[src/rtl/tensor_assign_engine.sv]
// Write-side engine for a strided tensor view held in a single-port RAM.
// Executes SET / SET_NTH / FILL / ASSIGN, emitting one registered write per cycle.
module tensor_assign_engine #(
    parameter int DATA_W = 16,
    parameter int RANK   = 3,
    parameter int ADDR_W = 10,
    parameter int LOG_W  = 4
) (
    input  logic                   clk,
    input  logic                   rst,
    input  logic [ADDR_W-1:0]      cfg_base,
    input  logic [RANK*LOG_W-1:0]  cfg_shape_log2,
    input  logic [RANK*ADDR_W-1:0] cfg_stride,
    input  logic                   cmd_valid,
    output logic                   cmd_ready,
    input  logic [1:0]             cmd_op,
    input  logic [RANK*ADDR_W-1:0] cmd_index,
    input  logic [ADDR_W-1:0]      cmd_n,
    input  logic [DATA_W-1:0]      cmd_val,
    input  logic                   in_valid,
    output logic                   in_ready,
    input  logic [DATA_W-1:0]      in_data,
    output logic                   mem_we,
    output logic [ADDR_W-1:0]      mem_addr,
    output logic [DATA_W-1:0]      mem_wdata,
    output logic                   busy,
    output logic                   done,
    output logic                   err
);

    localparam int SUM_W = LOG_W + $clog2(RANK + 1);

    localparam logic [1:0] OP_SET    = 2'd0;
    localparam logic [1:0] OP_NTH    = 2'd1;
    localparam logic [1:0] OP_FILL   = 2'd2;
    localparam logic [1:0] OP_ASSIGN = 2'd3;

    typedef logic [RANK-1:0][ADDR_W-1:0] vec_t;
    typedef logic [RANK-1:0][LOG_W-1:0]  shp_t;

    // ISSUE doubles as the "final write in flight" state for FILL and ASSIGN.
    typedef enum logic [1:0] {
        IDLE   = 2'd0,
        ISSUE  = 2'd1,
        FILL   = 2'd2,
        ASSIGN = 2'd3
    } state_t;

    function automatic logic [ADDR_W-1:0] dim_max(input logic [LOG_W-1:0] s);
        logic [ADDR_W-1:0] ones;
        ones = '1;
        return ~(ones << s);
    endfunction

    function automatic logic [ADDR_W-1:0] offset(input logic [ADDR_W-1:0] base,
                                                 input vec_t idx, input vec_t stride);
        logic [ADDR_W-1:0] a;
        a = base;
        for (int i = 0; i < RANK; i++) begin
            a = a + ADDR_W'(idx[i] * stride[i]);
        end
        return a;
    endfunction

    function automatic vec_t odo_next(input vec_t cur, input vec_t mx);
        vec_t nx;
        logic carry;
        nx    = cur;
        carry = 1'b1;
        for (int i = RANK - 1; i >= 0; i--) begin
            if (carry) begin
                if (cur[i] == mx[i]) begin
                    nx[i] = '0;
                end else begin
                    nx[i] = cur[i] + ADDR_W'(1);
                    carry = 1'b0;
                end
            end
        end
        return nx;
    endfunction

    state_t            state, state_nxt;
    vec_t              idx, idx_nxt;
    vec_t              lat_stride, lat_max;
    logic [ADDR_W-1:0] lat_base;
    logic              latch;
    logic              we_nxt, done_nxt, err_nxt;
    logic [ADDR_W-1:0] addr_nxt;
    logic [DATA_W-1:0] wdata_nxt;

    shp_t              shp_in;
    vec_t              stride_in, index_in, max_in, nth_idx, fill_nx;
    logic [SUM_W-1:0]  shp_sum;
    logic              set_oob, nth_oob;

    assign shp_in    = cfg_shape_log2;
    assign stride_in = cfg_stride;
    assign index_in  = cmd_index;

    // Unravel walks from the fastest dimension, peeling shape_log2 bits off n each step.
    always_comb begin : decode
        logic [SUM_W-1:0] cum;
        cum     = '0;
        set_oob = 1'b0;
        max_in  = '0;
        nth_idx = '0;
        for (int i = RANK - 1; i >= 0; i--) begin
            max_in[i]  = dim_max(shp_in[i]);
            nth_idx[i] = (cmd_n >> cum) & max_in[i];
            if (index_in[i] > max_in[i]) begin
                set_oob = 1'b1;
            end
            cum = cum + SUM_W'(shp_in[i]);
        end
        shp_sum = cum;
    end

    assign nth_oob = ((cmd_n >> shp_sum) != '0);
    assign fill_nx = odo_next(idx, lat_max);

    assign cmd_ready = (state == IDLE);
    assign busy      = (state != IDLE);
    assign in_ready  = (state == ASSIGN);

    always_comb begin
        state_nxt = state;
        idx_nxt   = idx;
        latch     = 1'b0;
        we_nxt    = 1'b0;
        done_nxt  = 1'b0;
        err_nxt   = 1'b0;
        addr_nxt  = mem_addr;
        wdata_nxt = mem_wdata;
        case (state)
            IDLE: begin
                if (cmd_valid) begin
                    case (cmd_op)
                        OP_SET: begin
                            if (set_oob) begin
                                err_nxt = 1'b1;
                            end else begin
                                we_nxt    = 1'b1;
                                done_nxt  = 1'b1;
                                addr_nxt  = offset(cfg_base, index_in, stride_in);
                                wdata_nxt = cmd_val;
                                state_nxt = ISSUE;
                            end
                        end
                        OP_NTH: begin
                            if (nth_oob) begin
                                err_nxt = 1'b1;
                            end else begin
                                we_nxt    = 1'b1;
                                done_nxt  = 1'b1;
                                addr_nxt  = offset(cfg_base, nth_idx, stride_in);
                                wdata_nxt = cmd_val;
                                state_nxt = ISSUE;
                            end
                        end
                        OP_FILL: begin
                            latch     = 1'b1;
                            idx_nxt   = '0;
                            we_nxt    = 1'b1;
                            addr_nxt  = cfg_base;
                            wdata_nxt = cmd_val;
                            if (max_in == '0) begin
                                done_nxt  = 1'b1;
                                state_nxt = ISSUE;
                            end else begin
                                state_nxt = FILL;
                            end
                        end
                        default: begin
                            latch     = 1'b1;
                            idx_nxt   = '0;
                            state_nxt = ASSIGN;
                        end
                    endcase
                end
            end
            ISSUE: begin
                state_nxt = IDLE;
            end
            FILL: begin
                idx_nxt  = fill_nx;
                we_nxt   = 1'b1;
                addr_nxt = offset(lat_base, fill_nx, lat_stride);
                if (fill_nx == lat_max) begin
                    done_nxt  = 1'b1;
                    state_nxt = ISSUE;
                end
            end
            ASSIGN: begin
                if (in_valid) begin
                    we_nxt    = 1'b1;
                    addr_nxt  = offset(lat_base, idx, lat_stride);
                    wdata_nxt = in_data;
                    if (idx == lat_max) begin
                        done_nxt  = 1'b1;
                        state_nxt = ISSUE;
                    end else begin
                        idx_nxt = fill_nx;
                    end
                end
            end
            default: begin
                state_nxt = IDLE;
            end
        endcase
    end

    always_ff @(posedge clk or posedge rst) begin
        if (rst) begin
            state      <= IDLE;
            idx        <= '0;
            lat_base   <= '0;
            lat_stride <= '0;
            lat_max    <= '0;
            mem_we     <= 1'b0;
            mem_addr   <= '0;
            mem_wdata  <= '0;
            done       <= 1'b0;
            err        <= 1'b0;
        end else begin
            state     <= state_nxt;
            idx       <= idx_nxt;
            mem_we    <= we_nxt;
            mem_addr  <= addr_nxt;
            mem_wdata <= wdata_nxt;
            done      <= done_nxt;
            err       <= err_nxt;
            if (latch) begin
                lat_base   <= cfg_base;
                lat_stride <= stride_in;
                lat_max    <= max_in;
            end
        end
    end

endmodule

[config.mk]
export PLATFORM = sky130hd
export DESIGN_NAME = tensor_assign_engine
export DESIGN_NICKNAME = d
export VERILOG_FILES = /design/src/rtl/tensor_assign_engine.sv
export SDC_FILE = /design/constraint.sdc
export NUM_CORES = 2
export LEC_CHECK = 0
export CORE_ASPECT_RATIO = 0.7
export CORE_MARGIN = 2
export CORE_UTILIZATION = 65
export DETAILED_ROUTE_END_ITERATION = 6
export PLACE_DENSITY = 0.95
export SLEW_MARGIN = 20
export SYNTH_ARGS = -nofsm -noshare
export SYNTH_HDL_FRONTEND = slang
export SYNTH_SLANG_ARGS = --single-unit
[constraint.sdc]
create_clock -name clk -period 22.4 [get_ports clk]
set_input_delay 4.48 -clock clk [delete_from_list [all_inputs] [get_ports clk]]
set_output_delay 4.48 -clock clk [all_outputs]
set_load 0.02 [all_outputs]
==> results.sh <==
export IMPL_timing_clock_skew_ns=0.0167
export IMPL_cp_top_family="adder cells"
export IMPL_clockRootBuffer="sky130_fd_sc_hd__clkbuf_16"
export IMPL_crit_path_start_kind="input port"
export IMPL_post_cts_resize_count=0
export IMPL_layout_cells_most_common="sky130_fd_sc_hd__inv_1"
export IMPL_synth_area_top_cells="sky130_fd_sc_hd__fa_1 27%, sky130_fd_sc_hd__ha_1 14%, sky130_fd_sc_hd__dfrtp_1 11%"
export IMPL_path_class="input port to flop"
export IMPL_antenna_found_initial=4
export IMPL_drt_pass1_iterations=7
export IMPL_fp_dieW_um=258
export IMPL_cts_max_path_buffers=2
export IMPL_grt_pass1_wl_um=148000
export IMPL_core_area_mm2=0.0447
export IMPL_grt_busiest_layer="met1"
export IMPL_cp_peak_stage_delay_ns=1.06
export IMPL_viasPerCell=6.25
export IMPL_worst_margin_slew_ns=1.27
export IMPL_cp_data_arrival_time_ns=15.16
export IMPL_cts_repair_timing_setup_buffer_count=0
export IMPL_syn_cell_area_mm2=0.0293
export IMPL_max_freq_ghz=0.0674
export IMPL_num_io_pins=162
export IMPL_globalplace_congestion=1.04
export IMPL_synth_enable_flop_cells=0
export IMPL_drc=6
export IMPL_cp_slowest_cell="sky130_fd_sc_hd__fa_1"
export IMPL_num_vias=24900
export IMPL_pwr_density_cell_mw_per_mm2=160
export IMPL_global_route_usage_met1=0.590
export IMPL_worstHoldPathType="flop to flop"
export IMPL_post_route_cells_drive_above_1_share=0.0436
export IMPL_count_of_unique_library_cells_instantiated_by_yosys=81
export IMPL_yosys_reg_bits=131
export IMPL_floorplan_initialDensity=0.654
export IMPL_combined_global_route_utilization_of_all_metal_layers=0.418
export IMPL_regToRegSetupSlack_ns=11.90
export IMPL_design_die_area_mm2=0.0468
export IMPL_crit_top_cell="sky130_fd_sc_hd__fa_1"
export IMPL_failed_checks="DRC"
export IMPL_critical_path_endpoint_type="flop"
export IMPL_maximum_number_of_pins_on_one_net_before_global_route_repair=98
export IMPL_sum_of_overflow_across_all_layers_after_global_routing=0
export IMPL_timing_final_max_slew_violations=0
export IMPL_num_cts_buffers=17
export IMPL_non_filler_cells_final=3979
export IMPL_utilization=0.714
export IMPL_yosysTopAreaCell="sky130_fd_sc_hd__fa_1"
export IMPL_dp_hpwl_um=74300
export IMPL_area_growth_syn_to_layout_pct=9.11
export IMPL_maxCapViolCount=0
export IMPL_static_leakage_power_nw=15.7
export IMPL_number_of_failing_hold_endpoints_at_the_final_stage=0
export IMPL_port_buffers=161
export IMPL_synth_top_cell_area_share=0.274
export IMPL_cts_hold_fix_buffers=0
export IMPL_grtUsageMet2=0.583
export IMPL_rsz_0062_raised_after_global_routing="false"
export IMPL_layout_worst_path_cycle_share=0.662
export IMPL_synth_flop_cell="sky130_fd_sc_hd__dfrtp_1"
export IMPL_route_antenna_remaining_nets=0
export IMPL_total_power_mw=5.11
export IMPL_synth_yosys_seq_area_share=0.112
export IMPL_ir_worst_vdd_uv=182
export IMPL_clk_pin_slew_ns=0.07
export IMPL_tritoncts="built"
export IMPL_syn_inst=3299
export IMPL_route_final_wire_length_um=95800
export IMPL_post_synthesis_async_set_or_reset_flop_share=1.00
export IMPL_outcome="finished, violations left"
export IMPL_synth_area_per_cell_um2=8.87
export IMPL_std_cell_rows=65
export IMPL_1st_iter_drt_viols=3652
export IMPL_via_count_of_the_first_global_routing_pass=25500
export IMPL_tns_ns=0
export IMPL_post_drt_wl_per_cell_um=24.1
export IMPL_nets=4222
export IMPL_cp_required_ns=22.73
export IMPL_most_common_layout_cells="556 x sky130_fd_sc_hd__inv_1, 439 x sky130_fd_sc_hd__nand2_1, 401 x sky130_fd_sc_hd__fa_1, 333 x sky130_fd_sc_hd__ha_1, 305 x sky130_fd_sc_hd__and2_1"
export IMPL_placed_standard_cell_area_mm2=0.0313
export IMPL_max_slew_margin_rel=0.149
export IMPL_finalWorstPathRequiredPeriod_ns=14.83
export IMPL_clock_sinks=131
export IMPL_synthesis_yosys_warnings=0
export IMPL_clock_tree_htree_level_count=4
export IMPL_global_route_usage_met3=0.181
export IMPL_worstPathBufferInverterCount=4
export IMPL_place_inst=3942
export IMPL_fin_area_mm2=0.0319
export IMPL_die_h_um=182
export IMPL_synth_fp_nets=4163
export IMPL_critical_path_peak_fanout=20
export IMPL_setup_viol=0
export IMPL_clk_latency_ns=0.46
-- area by class of cell --
| cell class | instances | area (um2) |
|---|---|---|
| tap | 603 | 754 |
| clock buffer | 17 | 425 |
| clock inverter | 15 | 185 |
| fill | 3133 | 12800 |
| antenna | 5 | 12.5 |
| timing repair buffer | 193 | 1850 |
| sequential | 131 | 3280 |
| multi-input combinational | 2455 | 23300 |
| inverter | 560 | 2110 |
-- path summary, 6_finish.rpt --
check	start	end	depth (start not counted)
min in group asynchronous	rst	mem_wdata[0]	2
max in group asynchronous	rst	state[1]	3
min	mem_addr[2]	mem_addr[2]	1
max	cfg_shape_log2[9]	mem_addr[9]	30
max reg2reg	idx[12]	mem_addr[9]	27
min reg2reg	mem_addr[2]	mem_addr[2]	1
-- cells in the mapped netlist, drive strengths merged (20+ instances only) --
library cell / number
dfrtp: 131
ha: 333
a21o: 20
fa: 401
and2: 305
nor2: 76
nor3: 31
o21ai: 89
nand2: 439
and3: 22
nand3: 32
clkbuf: 132
xor2: 72
mux2: 47
xnor2: 220
nor2b: 31
inv: 558
a21oi: 76
buf: 21
mux2i: 38
-- power by group --
group	internal, mW	total [mW]	switching, mW
Combinational	1.91	4.30	2.39
Sequential	0.320	0.518	0.198
Clock	0.160	0.298	0.138
-- registers in the layout, summed over array words and instances (netlist names) --
name	flops
lat_max	30
lat_base	10
mem_we	1
idx	30
lat_stride	30
state	2
done	1
mem_wdata	16
mem_addr	10
err	1
-- routing by layer --
| layer | part of all wire | wire [um] |
|---|---|---|
| met1 | 0.38 | 36700 |
| met2 | 0.40 | 38100 |
| met3 | 0.18 | 17600 |
| met4 | 0.035 | 3390 |
| met5 | 0.00033 | 32 |
-- cells by family (layout without fill, tap and decap cells) --
logic type               count (synthesis)  in the layout  share of synthesized area
AND/OR/NAND/NOR                       1012           1012                      0.172
multiplexers                            95             95                     0.0388
XOR/XNOR                               308            308                     0.0998
buffers and inverters                  713            785                     0.0926
other                                    0              5                          0
flip-flops                             131            131                      0.112
AO/OA/AOI/OAI                          305            305                     0.0678
adder cells (fa/ha/maj)                735            735                      0.417
-- metrics by stage --
stage / hold slack, ns / setup WS (ns)
final: 0.514 / 7.57
after global routing: 0.521 / 7.16
after CTS: 0.513 / 7.83
after detailed placement: 0.489 / 7.43
after global placement: 0.467 / 7.61
after floorplan: 0.450 / 9.34
Power figures use the tool's default switching activity.
